<file path="src/rtl/pipe_shift_reg.sv">
// ---------------------------------------------------------------------------
// pipe_shift_reg
//   Parametrised pipeline register chain. Each of DEPTH stages holds WIDTH
//   data bits plus a valid bit. The chain supports a global stall, a per-stage
//   kill (flush), and bubble insertion. Bubbles come from in_valid=0 or from
//   a kill.
//
// Parameters
//   WIDTH      data bits per stage
//   DEPTH      number of register stages
//   RST_VAL    data value loaded into every stage on reset
//   BUBBLE_VAL data value held by a stage that became invalid
//
// Ports
//   clk        rising-edge clock
//   rst        synchronous, active-high reset
//   stall      1 = every stage holds this cycle
//   kill       kill[i]=1 invalidates what stage i holds after this edge
//   in_valid   d carries a real entry
//   d          data into stage 0
//   q          data of the last stage
//   q_valid    valid bit of the last stage
//   valid_cnt  registered count of valid stages
// ---------------------------------------------------------------------------
module pipe_shift_reg #(
    parameter int              WIDTH      = 32,
    parameter int              DEPTH      = 1,
    parameter logic [WIDTH-1:0] RST_VAL    = '0,
    parameter logic [WIDTH-1:0] BUBBLE_VAL = '0,
    localparam int             CNT_W      = $clog2(DEPTH + 1)
) (
    input  logic             clk,
    input  logic             rst,
    input  logic             stall,
    input  logic [DEPTH-1:0] kill,
    input  logic             in_valid,
    input  logic [WIDTH-1:0] d,
    output logic [WIDTH-1:0] q,
    output logic             q_valid,
    output logic [CNT_W-1:0] valid_cnt
);

    // Current contents of each stage, plus the valid bits each stage takes on
    // the coming edge. valid_cnt counts the latter.
    logic [WIDTH-1:0] stage_data [DEPTH];
    logic [DEPTH-1:0] stage_valid;
    logic [DEPTH-1:0] stage_valid_next;

    // With in_valid=0, a bubble is muxed in so an undefined d never gets stored.
    logic [WIDTH-1:0] in_data;
    assign in_data = in_valid ? d : BUBBLE_VAL;

    genvar gi;
    generate
        for (gi = 0; gi < DEPTH; gi++) begin : g_stage
            logic [WIDTH-1:0] src_data;
            logic             src_valid;
            logic [WIDTH-1:0] data_q;
            logic [WIDTH-1:0] data_d;
            logic             valid_q;
            logic             valid_d;

            if (gi == 0) begin : g_head
                assign src_data  = in_data;
                assign src_valid = in_valid;
            end else begin : g_body
                assign src_data  = stage_data[gi-1];
                assign src_valid = stage_valid[gi-1];
            end

            // A kill beats a stall. When the chain moves, the killed stage
            // drops its incoming entry. Its old entry has already moved on to
            // stage gi+1 through that stage's src path.
            always_comb begin
                data_d  = data_q;
                valid_d = valid_q;
                if (kill[gi]) begin
                    data_d  = BUBBLE_VAL;
                    valid_d = 1'b0;
                end else if (!stall) begin
                    data_d  = src_data;
                    valid_d = src_valid;
                end
            end

            always_ff @(posedge clk) begin
                if (rst) begin
                    data_q  <= RST_VAL;
                    valid_q <= 1'b0;
                end else begin
                    data_q  <= data_d;
                    valid_q <= valid_d;
                end
            end

            assign stage_data[gi]       = data_q;
            assign stage_valid[gi]      = valid_q;
            assign stage_valid_next[gi] = valid_d;
        end
    endgenerate

    // The count is registered on the same edge as the stages. It is the
    // popcount of the valid bits being loaded, so it always matches them.
    logic [CNT_W-1:0] cnt_q;
    logic [CNT_W-1:0] cnt_d;

    always_comb begin
        cnt_d = '0;
        for (int i = 0; i < DEPTH; i++) begin
            cnt_d = cnt_d + CNT_W'(stage_valid_next[i]);
        end
    end

    always_ff @(posedge clk) begin
        if (rst) begin
            cnt_q <= '0;
        end else begin
            cnt_q <= cnt_d;
        end
    end

    assign q         = stage_data[DEPTH-1];
    assign q_valid   = stage_valid[DEPTH-1];
    assign valid_cnt = cnt_q;

endmodule
</file>
<file path="config.mk">
export PLATFORM = sky130hd
export DESIGN_NAME = pipe_shift_reg
export DESIGN_NICKNAME = d
export VERILOG_FILES = /design/src/rtl/pipe_shift_reg.sv
export SDC_FILE = /design/constraint.sdc
export NUM_CORES = 1
export LEC_CHECK = 0
export BUFFER_PORTS_ARGS = -buffer_cell sky130_fd_sc_hd__buf_2
export CORE_MARGIN = 2
export CORE_UTILIZATION = 48
export DETAILED_ROUTE_END_ITERATION = 10
export GPL_ROUTABILITY_DRIVEN = 0
export GPL_TIMING_DRIVEN = 0
export PLACE_DENSITY = 0.83
export SLEW_MARGIN = 5
export SYNTH_ARGS = -nofsm -noshare
export SYNTH_HDL_FRONTEND = slang
export SYNTH_SLANG_ARGS = --single-unit
</file>
<file path="constraint.sdc">
create_clock -name clk -period 1.8 [get_ports clk]
set_clock_uncertainty 0.2 [all_clocks]
set_input_delay 0.27 -clock clk [delete_from_list [all_inputs] [get_ports clk]]
set_output_delay 0.27 -clock clk [all_outputs]
set_load 0.01 [all_outputs]
</file>
---- After elaboration in Yosys (flattened, before gate mapping) ----
Cells that the tools add are included.
storage, ports and cells
  flip-flop bits (word level) ............. 33
  input port bits ......................... 37
  output and inout bits ................... 34
  logic and storage cells ................. 4
cells by class
  multiplexer cells ....................... 1
  reduce and logical (&&, ||, !) cells .... 1
operators with widths
  cell                number
  two-way mux 32 bit  1
  OR reduction 2 bit  1

---- Depth between registers and ports, before layout ----
  word-level depth ........................ 1
  mapped depth ............................ 4
  depth with buffers taken out ............ 2

---- Worst setup path after synthesis ----
Ideal clock, no wire load.
  path type ............................... in2reg
  start ................................... input kill
  end ..................................... register g_stage[0].data_q[20], in the netlist q[20]
  setup time .............................. 0.066 ns
  arrival ................................. 0.840 ns
  data required time ...................... 1.534 ns
  setup slack ............................. 0.694 ns
  cell stages on the path ................. 4
  buffers on the path ..................... 2
  cells stage by stage .................... or2_1 buf_6 buf_6 a21oi_2
between the ends
  longest elaborated chain between the ends .. 1
ends and longest elaborated chain
  what                          line  source
  from (decl)                   35    input logic [DEPTH-1:0] kill,
  OR reduction 2 bit (no line)  -
  to (signal assigned)          91    data_q <= data_d;
  to (decl)                     58    logic [WIDTH-1:0] data_q;
Every way passes these cells.
A chain may end at the register's enable or synchronous reset.

---- Final worst setup path ----
  start ................................... register cnt_q, in the netlist valid_cnt
  end ..................................... output valid_cnt
RTL lines
  what                    line  source
  from (decl)             104   logic [CNT_W-1:0] cnt_q;
  from (signal assigned)  118   cnt_q <= cnt_d;
  to (decl)               40    output logic [CNT_W-1:0] valid_cnt
No word-level cell between the ends.

==> results_tabular.tex <==
\begin{tabular}{lr}
\hline
Metric & Value \\
\hline
\multicolumn{2}{l}{\textbf{Floorplan}} \\
Die width & 58.5 um \\
Area inside the core boundary & 2780 um2 \\
Total die area & between 3000 and 4000 um2 \\
Total I/O pin count & between 70 and 80 \\
Placement Rows & 19 \\
Die Y-Extent & about 58 um \\
Initial Util & between 50\% and 60\% \\
\multicolumn{2}{l}{\textbf{CTS}} \\
Clock tree from TritonCTS & built \\
Num CTS Buffers & 5 \\
Clock root buffer & sky130\_fd\_sc\_hd\_\_clkbuf\_4 \\
Number of clock sinks & 33 \\
Clock network latency to the later pin of the worst-skew pair & between 0.3 and 0.4 ns \\
Max Buffers Root-to-Sink & 2 \\
Number of H-tree levels & 2 \\
PostCTS Resize Cnt & 0 \\
CTS clk-pin slew, worst paths & about 0.10 ns \\
\multicolumn{2}{l}{\textbf{Detailed routing}} \\
Via count of the routed design & roughly 1400 \\
Wirelength per Cell & 12.4 um \\
DRC violation count after routing & 0 \\
DRT Pass-1 Iters & 4 \\
Total wire length & 3400 um \\
Antenna Nets Post-Route & 0 \\
Avg Vias per Cell & 4.94 \\
Initial detailed-routing violation count & 37 \\
\multicolumn{2}{l}{\textbf{Synth}} \\
Mean instance size in the synthesized netlist & between 9 and 10 um2 \\
Mapped Area & between 1000 and 1500 um2 \\
Share of synthesized area occupied by flip-flops and latches & 46.4\% \\
Number of unique standard cell types used by synthesis & 12 \\
Count of yosys warnings during synthesis & 0 \\
Flip-flop and latch count after synthesis & 33 \\
Post-synth net total & 185 \\
Instance count of the mapped netlist & around 150 \\
\multicolumn{2}{l}{\textbf{Worst setup path}} \\
Type of the worst setup path & reg2out \\
WP data required & about 1.3 ns \\
Slowest stage cell on the critical path & sky130\_fd\_sc\_hd\_\_dfxtp\_1 \\
Kind of end point of the critical path & output pin \\
Arrival time worst endpoint & 0.91 ns \\
Worst-path cell chain & buf\_4 > buf\_2 \\
Kind of cell with the highest combined delay on the critical path & flip-flops \\
CP Launch Type & register \\
Worst path max stage delay & $\sim$0.33 ns \\
Total buffers and inverters traversed by the critical path & 2 \\
Worst Path Max Fanout & 3 \\
\multicolumn{2}{l}{\textbf{Timing}} \\
Final critical-path share of the clock period & 76.9\% \\
Max frequency & 0.723 GHz \\
Tightest Pin Transition & around 0.34 ns \\
Final Max Slew Viols & 0 \\
Number of hold-slack violations in the final timing report & 0 \\
Final setup violating endpoints & 0 \\
Worst slew margin relative to its limit & roughly 77\% \\
Setup TNS & 0 ns \\
Unrepaired setup endpoints after global routing & false \\
Minimum clock period after layout & roughly 1.4 ns \\
\multicolumn{2}{l}{\textbf{Final layout}} \\
\# nets final & $\sim$280 \\
Layout overhead on the synthesized area & 44.9\% \\
Number of diodes added for antenna fixing & 0 \\
Count of non-filler cells in the finished layout & around 270 \\
Area of all placed cells without fillers & roughly 2100 um2 \\
Share of post-route cells with drive strength above 1 & 49.8\% \\
\multicolumn{2}{l}{\textbf{Placed design}} \\
Placed instance count & between 200 and 250 \\
Post-DP HPWL & approximately 2300 um \\
Post-DP Area & 1800 um2 \\
Number of port buffers & about 70 \\
\multicolumn{2}{l}{\textbf{Run}} \\
Maximum Capacitance Violations & 0 \\
\multicolumn{2}{l}{\textbf{Global routing}} \\
Global-route usage over all layers & between 10\% and 20\% \\
GRT busiest layer & met2 \\
Met2 usage & 32.3\% \\
Wire length of the first global-routing pass & approximately 5100 um \\
Initial antenna violation count & 0 \\
Met1 layer usage reported by global route & 23.8\% \\
Number of global-route vias before repair & approximately 1200 \\
Remaining global-route overflow & 0 \\
Met3 track demand over resource & between 6 and 7\% \\
Pin count of the biggest net entering global routing & 11 \\
\multicolumn{2}{l}{\textbf{Run status}} \\
Run status & finished clean \\
\multicolumn{2}{l}{\textbf{Power and ir drop}} \\
Worst IR drop on VDD & 585 uV \\
Leakage power total & $\sim$0.88 nW \\
Power density over the cells & just under 700 nW/um2 \\
Total Power & around 0.0014 W \\
\multicolumn{2}{l}{\textbf{Hold path}} \\
Type of the most critical hold path & in2reg \\
\hline
\end{tabular}
[logic make-up after synthesis]
logic type,count (synthesis),synth area share (%)
DFF,33,46.4
buffers and inverters,16,7.90
and+or+nand+nor,66,26.2
AOI/OAI and AO/OA,32,18.9
muxes,1,0.702
[metrics by stage]
| step | hold WS, ns | utilization [%] | setup WS, ns |
|---|---|---|---|
| floorplan | 0.233 | - | 0.694 |
| global placement | 0.238 | 64.9 | 0.546 |
| detailed placement | 0.245 | 64.9 | 0.541 |
| CTS | 0.000350 | 71.0 | 0.400 |
| global route | 0.00159 | 74.2 | 0.352 |
| finish | 0.00778 | 74.2 | 0.416 |
[cells in the final DEF (no fill, tap or decap)]
master / Yosys / routed
sky130_fd_sc_hd__nand3b_1: 32 / 32
sky130_fd_sc_hd__a21oi_1: 3 / 3
sky130_fd_sc_hd__buf_4: 1 / 1
sky130_fd_sc_hd__a21oi_2: 29 / 29
sky130_fd_sc_hd__clkbuf_1: 1 / 1
sky130_fd_sc_hd__clkbuf_8: 0 / 2
sky130_fd_sc_hd__or2_1: 1 / 1
sky130_fd_sc_hd__mux2i_1: 1 / 1
sky130_fd_sc_hd__nand2_1: 32 / 32
sky130_fd_sc_hd__dlygate4sd3_1: 0 / 19
sky130_fd_sc_hd__clkinv_2: 0 / 1
sky130_fd_sc_hd__clkbuf_4: 0 / 5
sky130_fd_sc_hd__dfxtp_1: 33 / 33
sky130_fd_sc_hd__nor2_2: 1 / 1
sky130_fd_sc_hd__buf_2: 9 / 77
sky130_fd_sc_hd__buf_6: 5 / 5
[report_power, final]
part	internal, W	switching [W]	leakage [nW]	total [W]
registers	0.000745	0.00000720	0.267	0.000752
logic	0.000112	0.0000992	0.567	0.000211
clock network	0.000226	0.000239	0.0413	0.000465
total	0.00108	0.000345	0.876	0.00143
[worst min-delay path: stages]
cell and delay, ns:
sky130_fd_sc_hd__buf_2 0.09, sky130_fd_sc_hd__nand3b_1 0.08, sky130_fd_sc_hd__a21oi_2 0.05
[final timing paths]
| path | slack, ns | cells after the start | to | start |
|---|---|---|---|---|
| max reg2reg | 0.97 | 2 | valid_cnt | valid_cnt |
| min reg2reg | 0.26 | 2 | q[29] | q[29] |
| min | 0.008 | 3 | q[23] | d[23] |
| max | 0.42 | 2 | valid_cnt | valid_cnt |
[Yosys cell counts]
cell	instances	share of area [%]
sky130_fd_sc_hd__a21oi_1	3	1.1
sky130_fd_sc_hd__a21oi_2	29	18
sky130_fd_sc_hd__buf_2	9	3.2
sky130_fd_sc_hd__buf_4	1	0.53
sky130_fd_sc_hd__buf_6	5	4.0
sky130_fd_sc_hd__clkbuf_1	1	0.26
sky130_fd_sc_hd__dfxtp_1	33	46
sky130_fd_sc_hd__mux2i_1	1	0.70
sky130_fd_sc_hd__nand2_1	32	8.4
sky130_fd_sc_hd__nand3b_1	32	17
sky130_fd_sc_hd__nor2_2	1	0.44
sky130_fd_sc_hd__or2_1	1	0.44
[final cells by class]
| class | count | area, um2 |
|---|---|---|
| tap | 31 | 38.8 |
| multi-input combinational | 99 | 652 |
| timing repair buffer | 87 | 531 |
| sequential | 33 | 661 |
| clock inverter | 1 | 5.00 |
| fill | 221 | 717 |
| clock buffer | 7 | 65.1 |
| buffer | 16 | 113 |
[state kept, by name (all words and copies together) (netlist names)]
name and flops:
q 32, valid_cnt 1
[per-layer routing]
layer / up-vias / wire length [um]
li1: 684 / -
met2: 53 / 1670
met4: 0 / 49
met3: 7 / 218
met1: 610 / 1460
met5: - / 0
[timing repair]
action	CTS	global route
hold buffers	10	9
buffers inserted	0	0
endpoints found under the hold margin	10	9
No activity file was read; power rests on OpenSTA's default activity.
